## config.mk

```make
export PLATFORM = sky130hd
export DESIGN_NAME = rpc_tx_dispatcher
export DESIGN_NICKNAME = d
export VERILOG_FILES = /design/src/rtl/rpc_tx_dispatcher.sv
export SDC_FILE = /design/constraint.sdc
export NUM_CORES = 2
export LEC_CHECK = 0
export CORE_MARGIN = 2
export CORE_UTILIZATION = 63
export CTS_BUF_LIST = sky130_fd_sc_hd__clkbuf_4 sky130_fd_sc_hd__clkbuf_8
export DETAILED_ROUTE_END_ITERATION = 7
export GPL_ROUTABILITY_DRIVEN = 0
export PLACE_DENSITY = 0.84
export SYNTH_ARGS = -nofsm -noshare
export SYNTH_HDL_FRONTEND = slang
export SYNTH_MEMORY_MAX_BITS = 65536
export SYNTH_SLANG_ARGS = --single-unit
```

## constraint.sdc

```tcl
create_clock -name clk -period 119.6 [get_ports clk]
set_clock_uncertainty 0.2 [all_clocks]
set_input_delay 17.94 -clock clk [delete_from_list [all_inputs] [get_ports clk]]
set_output_delay 17.94 -clock clk [all_outputs]
set_load 0.05 [all_outputs]
```

## src/rtl/rpc_tx_dispatcher.sv

```systemverilog
// RPC dispatcher feeding the CCI-P transmitter: buffers upstream RPCs in a small
// FIFO, tags each with a tx flow id and issues at most one per cycle.
module rpc_tx_dispatcher #(
  parameter int NIC_ID            = 0,
  parameter int LMAX_NUM_OF_FLOWS = 1,
  parameter int RPC_WIDTH         = 512,
  parameter int LFIFO_DEPTH       = 3
) (
  input  logic                         clk,
  input  logic                         resetn,
  input  logic                         start,
  input  logic [LMAX_NUM_OF_FLOWS-1:0] number_of_flows,
  input  logic                         flow_mode,
  input  logic                         in_valid,
  input  logic [RPC_WIDTH-1:0]         in_data,
  input  logic [15:0]                  in_conn_id,
  output logic                         in_ready,
  input  logic                         ccip_tx_ready,
  output logic [RPC_WIDTH-1:0]         rpc_out,
  output logic                         rpc_out_valid,
  output logic [LMAX_NUM_OF_FLOWS-1:0] rpc_flow_id_out,
  output logic [LFIFO_DEPTH:0]         fifo_level_out,
  output logic [31:0]                  sent_cnt_out,
  output logic [31:0]                  stall_cnt_out
);

  localparam int FW    = LMAX_NUM_OF_FLOWS;
  localparam int DEPTH = 1 << LFIFO_DEPTH;

  logic [RPC_WIDTH-1:0]   r_data_mem [DEPTH];
  logic [FW-1:0]          r_conn_mem [DEPTH];
  logic [LFIFO_DEPTH-1:0] r_wr_ptr;
  logic [LFIFO_DEPTH-1:0] r_rd_ptr;
  logic [LFIFO_DEPTH:0]   r_level;
  logic                   r_live;
  logic [FW-1:0]          r_rr_ptr;
  logic [RPC_WIDTH-1:0]   r_rpc_out;
  logic                   r_rpc_valid;
  logic [FW-1:0]          r_flow;
  logic [31:0]            r_sent_cnt;
  logic [31:0]            r_stall_cnt;

  logic                   w_push;
  logic                   w_pop;
  logic [FW-1:0]          w_rd_conn;
  logic [FW-1:0]          w_mask;
  logic [FW-1:0]          w_fold_v;
  logic [FW-1:0]          w_fold_flow;
  logic [FW-1:0]          w_rr_flow;
  logic [FW-1:0]          w_flow;
  logic                   w_unused;

  // Only the low connection-id bits feed the fold; NIC_ID only tags debug output.
  assign w_unused = ^{in_conn_id[15:FW], 32'(NIC_ID)};

  // r_live keeps in_ready low while reset is asserted, whatever start does.
  assign in_ready  = r_live && start && !r_level[LFIFO_DEPTH];
  assign w_push    = in_valid && in_ready;
  assign w_pop     = start && ccip_tx_ready && (r_level != '0);
  assign w_rd_conn = r_conn_mem[r_rd_ptr];

  always_comb begin
    w_mask = number_of_flows;
    // Smear the highest set bit downward to get the smallest all-ones cover.
    for (int unsigned i = 1; i < FW; i++) begin
      w_mask = w_mask | (w_mask >> 1);
    end
    w_fold_v    = w_rd_conn & w_mask;
    w_fold_flow = (w_fold_v <= number_of_flows) ? w_fold_v
                                                : w_fold_v - number_of_flows - 1'b1;
    w_rr_flow   = (r_rr_ptr > number_of_flows) ? '0 : r_rr_ptr;
    w_flow      = flow_mode ? w_fold_flow : w_rr_flow;
  end

  always_ff @(posedge clk) begin
    if (w_push) begin
      r_data_mem[r_wr_ptr] <= in_data;
      r_conn_mem[r_wr_ptr] <= in_conn_id[FW-1:0];
    end
  end

  always_ff @(posedge clk or negedge resetn) begin
    if (!resetn) begin
      r_wr_ptr    <= '0;
      r_rd_ptr    <= '0;
      r_level     <= '0;
      r_live      <= 1'b0;
      r_rr_ptr    <= '0;
      r_rpc_out   <= '0;
      r_rpc_valid <= 1'b0;
      r_flow      <= '0;
      r_sent_cnt  <= '0;
      r_stall_cnt <= '0;
    end else begin
      r_live      <= 1'b1;
      r_rpc_valid <= w_pop;
      if (w_push) r_wr_ptr <= r_wr_ptr + 1'b1;
      if (w_pop)  r_rd_ptr <= r_rd_ptr + 1'b1;
      case ({w_push, w_pop})
        2'b10:   r_level <= r_level + 1'b1;
        2'b01:   r_level <= r_level - 1'b1;
        default: r_level <= r_level;
      endcase
      if (w_pop) begin
        r_rpc_out <= r_data_mem[r_rd_ptr];
        r_flow    <= w_flow;
        if (!flow_mode) begin
          r_rr_ptr <= (r_rr_ptr >= number_of_flows) ? '0 : r_rr_ptr + 1'b1;
        end
        if (r_sent_cnt != '1) r_sent_cnt <= r_sent_cnt + 1'b1;
      end
      if (start && (r_level != '0) && !ccip_tx_ready && (r_stall_cnt != '1)) begin
        r_stall_cnt <= r_stall_cnt + 1'b1;
      end
    end
  end

  assign rpc_out         = r_rpc_out;
  assign rpc_out_valid   = r_rpc_valid;
  assign rpc_flow_id_out = r_flow;
  assign fifo_level_out  = r_level;
  assign sent_cnt_out    = r_sent_cnt;
  assign stall_cnt_out   = r_stall_cnt;

endmodule

```

### After elaboration in Yosys (flattened, before gate mapping)

Memories as Yosys holds them, arrays and structs flattened. A register that Yosys moved wholly into a read port is not among the register bits.
Cells that the tools add are included.

* add/sub/neg operators: 9
* multiply operators: 0
* divide/modulo/power cells: 0
* magnitude comparators: 3
* equal/unequal tests: 4
* shifts and indexed selects: 0
* multiplexer cells: 7
* bitwise logic cells: 2
* reductions and logical operators: 15

Operator list (count)
* 32-bit by 1-bit adder with 32-bit output, second input constant: 2
* 32-bit != test, second input constant: 2
* 1-bit logical AND: 8
* 4-bit one-hot mux with 2 select lines: 1
* 3-bit by 1-bit adder with 3-bit output, second input constant: 2
* 1-bit two-way mux: 6
* 4-bit by 1-bit adder with 4-bit output, second input constant: 1
* 2-bit AND reduction: 2
* 4-bit nonzero test: 1
* 4-bit by 1-bit subtractor with 4-bit output, second input constant: 1
* 1-bit logical NOT: 3
* 2-bit by 1-bit == test with 1-bit output, second input constant: 1
* 2-bit == test, second input constant: 1
* 2-bit nonzero test: 1
* 1-bit adder, second input constant: 1
* 1-bit bitwise AND: 1
* 1-bit >= comparator: 1
* 1-bit greater-than comparator: 1
* 1-bit <= comparator: 1
* 1-bit NOT: 1
* 1-bit subtractor: 1
* 1-bit subtractor, second input constant: 1

* bits in registers: 78
* bits in latches: 0
* memory bits (writable): 4104
* bits in read-only memories: 0
* bits of input ports: 535
* output and inout bits: 583
* word-level logic and storage cells: 51
* memories: 2

Memory list
* r_data_mem: words 8, bits a word 512, read ports 1, clocked after Yosys merged registers in 1, write ports 1, line 30 `logic [RPC_WIDTH-1:0] r_data_mem [DEPTH];`
* r_conn_mem: words 8, bits a word 1, read ports 1, clocked after Yosys merged registers in 0, write ports 1, line 31 `logic [FW-1:0] r_conn_mem [DEPTH];`

### Logic depth before layout (Yosys ltp)

An unclocked memory read counts as a cell.

* word-level depth: 6
* gate-level depth with buffers: 12
* gate-level depth less buffers: 10

### Worst setup path before layout

Ideal clock, no wire load.

* kind: input to register
* start: input start
* end: memory r_conn_mem[0] in the netlist's numbering (enable)
* setup time: 2.018 ns
* arrival: 53.268 ns
* data required time: 117.382 ns
* setup slack: 64.114 ns
* cell stages on the path: 4
* buffers on the path: 0
* path through: and3b_1 and2_1 nand2b_1 nor3_1

* word-level cells in the longest chain between the ends: 5

RTL lines
* start: declaration: line 11 `input logic start,`
* 1-bit logical AND (2 in series): line 57 `assign in_ready = r_live && start && !r_level[LFIFO_DEPTH];`
* 1-bit logical AND: line 58 `assign w_push = in_valid && in_ready;`
* 1-bit two-way mux: line 76 `if (w_push) begin`
* 1-bit two-way mux (implied by the code): line 78 `r_conn_mem[r_wr_ptr] <= in_conn_id[FW-1:0];`
* end: declaration: line 31

Every way passes these cells.

### Final worst setup path

* start: input start
* end: output in_ready

* word-level cells in the longest chain between the ends: 2

RTL lines
* 1-bit logical AND (2 in series): line 57
* end: declaration: line 17 `output logic in_ready,`

Every way passes these cells.

==> results_dict.tcl <==
set metrics [dict create \
    status "completed" \
    grt_use_total_pct 30.0 \
    rr_worst_depth 8 \
    power_leakage_nw 68.9 \
    drtIter0Drc 10375 \
    fp.coreArea_sq_um 276000 \
    r2r_setup_slack_ns 112.92 \
    max_cap_viol_count 0 \
    antenna_found_initial 153 \
    die_h_um 530 \
    placementRows 193 \
    syn_area_sq_um 174000 \
    hold_start "rpc_out[157]$_DFFE_PN0P_" \
    clk_latency_ns 1.19 \
    overflow 0 \
    regToRegEndpoint "rpc_out[117]$_DFFE_PN0P_" \
    syn_nets 8465 \
    seq_area_frac_synth_pct 79.2 \
    relSlewSlack_pct 13.6 \
    vias_per_cell 6.38 \
    fill_cells 13862 \
    wl_per_cell_um 30.8 \
    power_density_nw_per_um2 23.2 \
    syn_avg_cell_area_sq_um 22.0 \
    fin_cells 13866 \
    cts_setup_buffers 0 \
    critPathKind "input pin to output port" \
    place.port_buffers 1102 \
    hold_class "flop to flop" \
    yosysTopAreaCellShare_pct 70.7 \
    hold_depth 2 \
    holdPathEnd "rpc_out[157]$_DFFE_PN0P_" \
    drt_pass1_iterations 6 \
    ir_drop_mv 0.0258 \
    synth_edf_count 4104 \
    die_area_sq_um 281000 \
    grt_pass1_vias 90310 \
    worstPathMaxFanout 3 \
    post_cts_resize_count 0 \
    cp_data_arrival_time_ns 19.60 \
    cts.sinks 4694 \
    yosysMostFrequentCell "edfxtp_1" \
    setup_violations 0 \
    clkTransAtPathRegs_ns 0.06 \
    postRouteAntennaNets 0 \
    synthFlopType "edfxtp_1" \
    cts_buffer_depth 4 \
    dp.cells 12465 \
    nets 9997 \
    post-route-util_pct 74.2 \
    num_vias 88450 \
    drive_gt1_share_pct 24.0 \
    tritoncts "done" \
    hold_viol 0 \
    r2r-start "r_rd_ptr[0]$_DFFE_PN0P_" \
    cp.required_ns 101.46 \
    start_kind "input pin" \
    drv_slew 0 \
    die_w_um 530 \
    synth_cells 7923 \
    critPathCaptureType "output port" \
    synth_cell_types 54 \
    yosys-top-cells-area "edfxtp_1, mux4_2, dfrtp_1" \
    yosysTopAreaCell "edfxtp_1" \
    initial_utilization_pct 63.2 \
    worst_slew_pin_slew_ns 1.30 \
    root_buffer "clkbuf_8" \
    grt_pass1_wl_mm 612 \
    ys_ff_latch 4694 \
    io_pins 1118 \
    grt_max_degree 176 \
    postCtsHoldBufs 0 \
    htreeDepth 6 \
    async_flop_share_pct 12.6 \
    fmax_ghz 0.0265 \
    fin_crit_sh_pct 31.6 \
    dp_hpwl_mm 239 \
    yosys_warnings 0 \
    synthTopCellsByCount "edfxtp_1, mux4_2, dfrtp_1, nand2_1, o21ai_0" \
    tritoncts.num_buffers 693 \
    drc 0 \
    wl_mm 427 \
    tns_ns 0 \
    rsz0062_at_grt "false" \
    area_growth_pct 17.4 \
    finalCriticalPeriod_ns 37.74 \
]
logic make-up after synthesis:
| kind of cell | count (synthesis) | share of synthesized area [%] |
|---|---|---|
| other | 1 | 0.00215 |
| AO/OA/AOI/OAI | 535 | 1.57 |
| adder cells (fa/ha/maj) | 7 | 0.0503 |
| multiplexers | 1542 | 16.2 |
| AND/OR/NAND/NOR | 671 | 1.63 |
| XOR/XNOR | 67 | 0.341 |
| buffers and inverters | 406 | 0.998 |
| flip-flops | 4694 | 79.2 |
registers in the layout, indices dropped and copies added (netlist names), 3 cells and up:
register        flops
fifo_level_out      4
r_conn_mem          8
r_data_mem       4096
r_rd_ptr            3
r_wr_ptr            3
rpc_out           512
sent_cnt_out       32
stall_cnt_out      32
layout by cell type, fill, tap and decap left out, types with 9 or more instances in the layout:
| master | netlist | final |
|---|---|---|
| dfrtp_1 | 590 | 587 |
| inv_12 | 0 | 22 |
| clkdlybuf4s50_1 | 0 | 1101 |
| inv_16 | 0 | 9 |
| buf_12 | 0 | 20 |
| xor2_1 | 30 | 30 |
| mux4_2 | 1026 | 1026 |
| and3_1 | 13 | 13 |
| diode_2 | 0 | 110 |
| nand3_1 | 19 | 19 |
| nor2_1 | 22 | 16 |
| xnor2_1 | 36 | 36 |
| clkinv_2 | 0 | 48 |
| o21ai_0 | 516 | 516 |
| clkbuf_4 | 0 | 336 |
| edfxtp_1 | 4104 | 4104 |
| nand4_1 | 19 | 19 |
| nand2_1 | 552 | 551 |
| clkinv_1 | 0 | 73 |
| clkinv_8 | 0 | 12 |
| buf_4 | 1 | 116 |
| clkbuf_8 | 0 | 765 |
| mux2i_1 | 513 | 513 |
metal layers:
layer	GRT usage (%)	up-vias	wire length, um
li1	-	35759	-
met1	38.5	46188	147000
met2	46.9	5399	208000
met3	9.52	1000	49400
met4	15.0	104	22800
met5	0	-	707
how the worst max path moves through the flow:
stage          slack [ns]  cells past startpoint  start                       to
5_1_grt             81.84                      3  start                 in_ready
6_report            81.86                      3  start                 in_ready
4_1_cts             81.88                      3  start                 in_ready
2_1_floorplan       64.11                      4  start  r_conn_mem[0]$_DFFE_PP_
3_3_place_gp        81.90                      3  start                 in_ready
3_5_place_dp        81.88                      3  start                 in_ready
stage by stage:
step | worst slack [ns] | instance area, sq um | hold WS [ns] | total power [mW]
2_1_floorplan | 64.11 | 174000 | 0.287 | 3.00
3_3_place_gp | 81.90 | 190000 | 0.261 | 3.39
3_5_place_dp | 81.88 | 190000 | 0.270 | 3.43
4_1_cts | 81.88 | 204000 | 0.284 | 4.77
5_1_grt | 81.84 | 204000 | 0.305 | 4.91
6_report | 81.86 | 205000 | 0.278 | 4.75
final cells by class:
type	instances	area (sq um)	share of cell area, %
Multi-Input combinational cell	2823	34600	16.9
Sequential cell	4694	138000	67.5
Inverter	5	18.8	0.00918
Tap cell	3705	4640	2.27
Timing Repair Buffer	1238	12300	6.02
Clock buffer	1101	13100	6.38
Antenna cell	110	275	0.135
Clock inverter	190	1650	0.807
critical path, cell delays in order:
cell             delay (ns)
clkdlybuf4s50_1        0.63
and3b_1                0.22
clkdlybuf4s50_1        0.80
power by group:
| part | internal, mW | switching [mW] | total (mW) |
|---|---|---|---|
| Clock | 0.716 | 0.627 | 1.34 |
| Sequential | 1.90 | 0.0863 | 1.99 |
| Combinational | 0.567 | 0.854 | 1.42 |
Note: power is estimated with default switching activity, not from simulation.
